[src/rtl/packet_buffer_pkg.sv]
// packet_buffer_pkg -- shared types and default sizing for the packet buffer.
//   wr_state_e       : write-side frame FSM states (IDLE / FILL / DISCARD)
//   DEF_FRAME_BYTES  : default bytes per frame
//   DEF_DEPTH        : default number of committed frames held
//   DEF_ADDR_W       : default byte-address width
package packet_buffer_pkg;

  typedef enum logic [1:0] {
    ST_IDLE    = 2'd0,
    ST_FILL    = 2'd1,
    ST_DISCARD = 2'd2
  } wr_state_e;

  localparam int DEF_FRAME_BYTES = 12;
  localparam int DEF_DEPTH       = 4;
  localparam int DEF_ADDR_W      = 4;

endpackage

[src/rtl/packet_buffer_frame_store.sv]
// frame_store -- (DEPTH+1) x FRAME_BYTES byte array.
//   clock, reset           : rising-edge clock, sync active-high reset (read register only)
//   wr_en_i/wr_slot_i/wr_idx_i/wr_data_i : single write port
//   rd_slot_i/rd_idx_i     : registered read address
//   rd_zero_i              : force the registered read data to zero this cycle
//   rd_data_o              : registered read data (1-cycle latency)
// The array itself is never reset; only the read register is.
module frame_store #(
  parameter int FRAME_BYTES = 12,
  parameter int DEPTH       = 4,
  parameter int ADDR_W      = 4,
  parameter int SLOT_W      = 3
) (
  input  logic              clock,
  input  logic              reset,
  input  logic              wr_en_i,
  input  logic [SLOT_W-1:0] wr_slot_i,
  input  logic [ADDR_W-1:0] wr_idx_i,
  input  logic [7:0]        wr_data_i,
  input  logic              rd_zero_i,
  input  logic [SLOT_W-1:0] rd_slot_i,
  input  logic [ADDR_W-1:0] rd_idx_i,
  output logic [7:0]        rd_data_o
);

  logic [7:0] mem_q [DEPTH+1][FRAME_BYTES];
  logic [7:0] rd_data_q;

  always_ff @(posedge clock) begin
    if (wr_en_i) begin
      mem_q[wr_slot_i][wr_idx_i] <= wr_data_i;
    end
  end

  always_ff @(posedge clock) begin
    if (reset || rd_zero_i) begin
      rd_data_q <= '0;
    end else begin
      rd_data_q <= mem_q[rd_slot_i][rd_idx_i];
    end
  end

  assign rd_data_o = rd_data_q;

endmodule

[src/rtl/packet_buffer.sv]
// packet_buffer -- assembles fixed-length frames from a decoded byte stream
// and holds up to DEPTH committed frames for random-access readout.
//   clock, reset        : rising-edge clock, synchronous active-high reset
//   in_byte/in_valid/in_last : incoming byte stream; in_last ends a frame
//   rx_enable           : reception permit; dropping it mid-frame abandons the frame
//   address             : byte index within the head frame
//   pop                 : discard the head frame (ignored when empty)
//   clear_flags         : clear overflow/frame_error (a same-cycle set wins)
//   parallel_out        : registered head-frame byte (0 when empty / out of range)
//   full, empty, count  : committed-frame occupancy
//   overflow, frame_error : sticky status flags
//   dbg_state           : write FSM state (wr_state_e encoding)
// Build option: define PKTBUF_OVERWRITE_EN to make a commit while full evict
// the oldest frame instead of dropping the newest one.
module packet_buffer
  import packet_buffer_pkg::*;
#(
  parameter int FRAME_BYTES = DEF_FRAME_BYTES,
  parameter int DEPTH       = DEF_DEPTH,
  parameter int ADDR_W      = DEF_ADDR_W
) (
  input  logic                       clock,
  input  logic                       reset,
  input  logic [7:0]                 in_byte,
  input  logic                       in_valid,
  input  logic                       in_last,
  input  logic                       rx_enable,
  input  logic [ADDR_W-1:0]          address,
  input  logic                       pop,
  input  logic                       clear_flags,
  output logic [7:0]                 parallel_out,
  output logic                       full,
  output logic                       empty,
  output logic [$clog2(DEPTH+1)-1:0] count,
  output logic                       overflow,
  output logic                       frame_error,
  output logic [1:0]                 dbg_state
);

  localparam int PTR_W  = $clog2(DEPTH + 1);
  localparam int BCNT_W = $clog2(FRAME_BYTES + 1);
  localparam logic [PTR_W-1:0]  LAST_SLOT = PTR_W'(DEPTH);
  localparam logic [PTR_W-1:0]  DEPTH_CNT = PTR_W'(DEPTH);
  localparam logic [BCNT_W-1:0] FB_CNT    = BCNT_W'(FRAME_BYTES);
  localparam logic [BCNT_W-1:0] LAST_CNT  = BCNT_W'(FRAME_BYTES - 1);

  wr_state_e         state_q, state_d;
  logic [BCNT_W-1:0] bcnt_q, bcnt_d;   // bytes already written into the fill slot
  logic [PTR_W-1:0]  wr_ptr_q, wr_ptr_d, rd_ptr_q, rd_ptr_d, count_q, count_d;
  logic              ovf_q, ovf_d, ferr_q, ferr_d;

  logic              wr_en, commit, ferr_set, ovf_set, pop_ok, is_full;
  logic              commit_ok, rd_adv, rd_zero;
  logic [ADDR_W-1:0] wr_idx;

  function automatic logic [PTR_W-1:0] next_ptr(input logic [PTR_W-1:0] p);
    return (p == LAST_SLOT) ? '0 : p + PTR_W'(1);
  endfunction

  // Write FSM: frame parsing and byte writes into the fill slot.
  always_comb begin
    state_d  = state_q;
    bcnt_d   = bcnt_q;
    wr_en    = 1'b0;
    wr_idx   = ADDR_W'(bcnt_q);
    commit   = 1'b0;
    ferr_set = 1'b0;
    case (state_q)
      ST_IDLE: begin
        if (in_valid && rx_enable) begin
          wr_en  = 1'b1;
          wr_idx = '0;
          if (in_last) begin
            if (FRAME_BYTES == 1) commit = 1'b1;
            else                  ferr_set = 1'b1;
          end else begin
            state_d = ST_FILL;
            bcnt_d  = BCNT_W'(1);
          end
        end
      end
      ST_FILL: begin
        if (!rx_enable) begin
          state_d = ST_IDLE;               // silent abandon, no error
        end else if (in_valid) begin
          if (bcnt_q == FB_CNT) begin
            // One byte too many: if it also ends the frame we are already
            // resynchronised, otherwise skip to the next in_last.
            ferr_set = 1'b1;
            state_d  = in_last ? ST_IDLE : ST_DISCARD;
          end else begin
            wr_en = 1'b1;
            if (in_last) begin
              state_d = ST_IDLE;
              if (bcnt_q == LAST_CNT) commit = 1'b1;
              else                    ferr_set = 1'b1;
            end else begin
              bcnt_d = bcnt_q + BCNT_W'(1);
            end
          end
        end
      end
      ST_DISCARD: begin
        if (in_valid && in_last) state_d = ST_IDLE;
      end
      default: state_d = ST_IDLE;
    endcase
  end

  // Occupancy: the fill slot is always the free slot after the newest
  // committed frame, so committed data is never overwritten by filling.
  assign is_full = (count_q == DEPTH_CNT);
  assign pop_ok  = pop && (count_q != '0);
  assign ovf_set = commit && is_full && !pop_ok;

`ifdef PKTBUF_OVERWRITE_EN
  assign commit_ok = commit;
  assign rd_adv    = pop_ok || ovf_set;   // evict the oldest frame
`else
  assign commit_ok = commit && !ovf_set;  // drop the newest frame
  assign rd_adv    = pop_ok;
`endif

  always_comb begin
    wr_ptr_d = commit_ok ? next_ptr(wr_ptr_q) : wr_ptr_q;
    rd_ptr_d = rd_adv ? next_ptr(rd_ptr_q) : rd_ptr_q;
    count_d  = count_q;
    if (commit_ok && !rd_adv)      count_d = count_q + PTR_W'(1);
    else if (rd_adv && !commit_ok) count_d = count_q - PTR_W'(1);
    ovf_d  = (ovf_q  && !clear_flags) || ovf_set;
    ferr_d = (ferr_q && !clear_flags) || ferr_set;
  end

  always_ff @(posedge clock) begin
    if (reset) begin
      state_q  <= ST_IDLE;
      bcnt_q   <= '0;
      wr_ptr_q <= '0;
      rd_ptr_q <= '0;
      count_q  <= '0;
      ovf_q    <= 1'b0;
      ferr_q   <= 1'b0;
    end else begin
      state_q  <= state_d;
      bcnt_q   <= bcnt_d;
      wr_ptr_q <= wr_ptr_d;
      rd_ptr_q <= rd_ptr_d;
      count_q  <= count_d;
      ovf_q    <= ovf_d;
      ferr_q   <= ferr_d;
    end
  end

  // Extra bit so FRAME_BYTES == 2**ADDR_W compares correctly.
  assign rd_zero = (count_q == '0) ||
                   ({1'b0, address} >= (ADDR_W + 1)'(FRAME_BYTES));

  frame_store #(
    .FRAME_BYTES (FRAME_BYTES),
    .DEPTH       (DEPTH),
    .ADDR_W      (ADDR_W),
    .SLOT_W      (PTR_W)
  ) u_store (
    .clock     (clock),
    .reset     (reset),
    .wr_en_i   (wr_en),
    .wr_slot_i (wr_ptr_q),
    .wr_idx_i  (wr_idx),
    .wr_data_i (in_byte),
    .rd_zero_i (rd_zero),
    .rd_slot_i (rd_ptr_q),
    .rd_idx_i  (address),
    .rd_data_o (parallel_out)
  );

  assign full        = is_full;
  assign empty       = (count_q == '0);
  assign count       = count_q;
  assign overflow    = ovf_q;
  assign frame_error = ferr_q;
  assign dbg_state   = state_q;

endmodule

[config.mk]
export PLATFORM = sky130hd
export DESIGN_NAME = packet_buffer
export DESIGN_NICKNAME = d
export VERILOG_FILES = /design/src/rtl/packet_buffer_pkg.sv /design/src/rtl/packet_buffer_frame_store.sv /design/src/rtl/packet_buffer.sv
export SDC_FILE = /design/constraint.sdc
export NUM_CORES = 1
export LEC_CHECK = 0
export ABC_AREA = 1
export CORE_ASPECT_RATIO = 0.6
export CORE_MARGIN = 1
export CORE_UTILIZATION = 45
export DETAILED_ROUTE_END_ITERATION = 16
export PLACE_DENSITY = 0.61
export SYNTH_ARGS = -nofsm -noshare
export SYNTH_HDL_FRONTEND = slang
export SYNTH_SLANG_ARGS = --single-unit
export TNS_END_PERCENT = 1
[constraint.sdc]
create_clock -name clock -period 2.7 [get_ports clock]
set_input_delay 0.54 -clock clock [delete_from_list [all_inputs] [get_ports clock]]
set_output_delay 0.54 -clock clock [all_outputs]
set_load 0.1 [all_outputs]
==> impl_metrics.yaml <==
critical_path:
  startpoint_type: "flip-flop"
  crit_required_ps: 2970
  path_max_fanout: 8
  worst_ep_arrival_time_ps: 2760
  end_kind: "flip-flop"
  crit_type: "reg -> reg"
route:
  viasPerCell: 5.42
  firstDrtPassIters: 6
  wl_per_cell_um: 20.8
  route.detailed.drc: 0
  drtIter0Drc: 1966
  routed_wl_mm: 56.1
  ant_nets: 0
  vias: 14621
floorplanning:
  start_util: 0.458
  die-area_sq_um: 48200
  die_w_um: 283
  rows: 61
  ioPinCount: 36
  design.core.area_sq_um: 46500
  dieHeight_um: 171
yosys:
  ys_ff_latch: 508
  synth-edff-count: 480
  synth_area_per_cell_sq_um: 11.0
  synth-seq-area-share: 0.703
  synthArstFlopShare: 0
  synth_area_leaders: "edfxtp_1 (68%), nand2_1 (10%), nand3_1 (6.5%)"
  synthTopCellsByCount: "nand2_1 (565), edfxtp_1 (480), nand3_1 (276), nor2_1 (182), inv_1 (114)"
  yosysWarnings: 0
  synthMostInstantiatedCell: "nand2_1"
  synth_nets: 1961
  synth.top_cell.area_share: 0.677
  synth_area_leader_cell: "edfxtp_1"
  synthFlopType: "edfxtp_1"
  synth_cells: 1934
  syn_area_sq_um: 21300
  yosysUniqueCellTypes: 38
global_routing:
  grt_usage: 0.236
  grt_overflow: 0
  grt_pass1_wl_mm: 83.9
  grt_pass1_vias: 13541
  grt_max_degree: 119
  grt_antenna_before_repair: 0
clock_network:
  cts.path.max_buffers: 3
  clk_latency_ps: 570
  cts_buffers: 46
  cts-root-buf: "clkbuf_16"
  h-tree-depth: 2
  clk_transition_reported_paths_ps: 70
  cts.sink_count: 508
  ctsResizeCount: 0
  post_cts_buffers: 0
  holdBufCountCts: 0
  cts_tree: "yes"
timing:
  max_freq_mhz: 401
  rsz0062_at_grt: "no"
  post-route-min-period_ps: 2490
  hold_viol: 0
  holdWs_ps: 381
  finalCritPeriodShare: 0.923
  max_slew.worst_pin.slew_ps: 729
  slew_violations: 0
  setup_viol_count_final: 0
  skew_ps: 17.9
  maxSlewHeadroom: 0.514
pwr:
  internal_power_w: 0.0138
  peakVddDrop_v: 0.000586
  pwr-share-comb: 0.226
  pwr-share-clk: 0.331
  leakage_nw: 9.30
  pwr_density_cell_nw_per_um2: 817
  power.share.sequential: 0.443
  netSwitchingFraction: 0.310
  p_switching_w: 0.00621
worst_hold_path:
  hold_class: "in -> reg"
layout:
  nets: 2061
  utilization: 0.528
  antenna_cells: 0
  drive_gt1_frac: 0.116
  synthToLayoutAreaGrowth_pct: 15.3
placed_design:
  dp_hpwl_mm: 35.4
  gp_congestion: 0.932
  portBuffers: 35
flow_run:
  drv_cap: 0
outcome:
  status: "finished, final reports clean"
==> power by group through the flow <==
stage	clock, W	combinational [W]	sequential, W
floorplan	0	0.00282	0.00930
global placement	0	0.00446	0.00905
detailed placement	0	0.00448	0.00906
global route	0.00706	0.00495	0.00890
CTS	0.00674	0.00449	0.00889
finish	0.00664	0.00453	0.00889
==> metrics by stage <==
| stage | power (W) | setup TNS [ps] | area (sq um) | worst slack [ps] | cells |
|---|---|---|---|---|---|
| finish | 0.0201 | 0 | 24600 | 209 | 2699 |
| global route | 0.0209 | 0 | 24600 | 20.5 | 2699 |
| CTS | 0.0201 | 0 | 24600 | 283 | 2699 |
| detailed placement | 0.0135 | -3320 | 23000 | -73.7 | 2616 |
| global placement | 0.0135 | -1160 | 23000 | -46.3 | 2616 |
| floorplan | 0.0121 | 0 | 21300 | 4.06 | 1934 |
==> flip-flops by register name, indices dropped and copies added, names as in the netlist, named ones only <==
name and cells:
u_store.mem_q 480, u_store.rd_data_o 8, bcnt_q 4, count 3
rd_ptr_q 3, wr_ptr_q 3, dbg_state 2, frame_error 1
overflow 1
==> metal layers <==
metal	vias to the layer above	track usage	share of wire
met5	-	0	0
met4	0	0.0432	0.012
met3	65	0.0464	0.096
met2	719	0.321	0.41
met1	7021	0.386	0.49
li1	6816	-	-
==> placed cells by master (no fill, tap or decap), drive strengths merged, types with 2 or more instances in the layout <==
master,instances
buf,148
clkinvlp,3
inv,119
a211oi,4
mux2i,2
ha,7
dfxtp,28
nor3b,2
clkinv,21
nor3,9
a21oi,37
o21ai,74
clkdlybuf4s50,9
nand2,566
bufinv,5
nand4,3
nand3,276
o221ai,3
nor2,184
or2,6
clkbuf,55
o211ai,22
edfxtp,480
==> cell families (layout without fill, tap and decap cells) <==
kind of cell    after synthesis  in the layout  share of synthesized area
simple gates               1047           1047                      0.204
xor+xnor                      1              1                   0.000411
flops                       508            508                      0.703
compound gates              143            143                     0.0377
fa+ha+maj                     8              8                    0.00505
buf+inv                     225            360                     0.0492
mux                           2              2                   0.000940
==> worst max-delay path, cell delays in order (launching register included) <==
cell     delay (ps)
dfxtp_1         400
inv_1           120
ha_1            210
nand3_1         130
inv_1           110
nor3_1          190
nor2_1          120
nor4_2          150
buf_4           160
nand2_1         220
nor2_1          160
buf_4           190
==> worst paths after layout <==
check	from	depth (start not counted)	endpoint	slack (ps)
worst max register to register	bcnt_q[0]	11	u_store.mem_q[1][28]	210
worst max-delay path	bcnt_q[0]	11	u_store.mem_q[1][28]	210
worst min-delay path	in_byte[2]	1	u_store.mem_q[1][2]	380
worst min register to register	overflow	2	overflow	470
==> cell type report <==
type | instances | area [sq um]
clock inverters | 28 | 264
fillers | 4034 | 21900
repair buffers | 157 | 1500
clock buffers | 55 | 1260
well taps | 630 | 788
flip-flops and latches | 508 | 15000
multi-input cells | 1201 | 5300
inverters | 120 | 458
No activity file was read; power rests on OpenSTA's default activity.
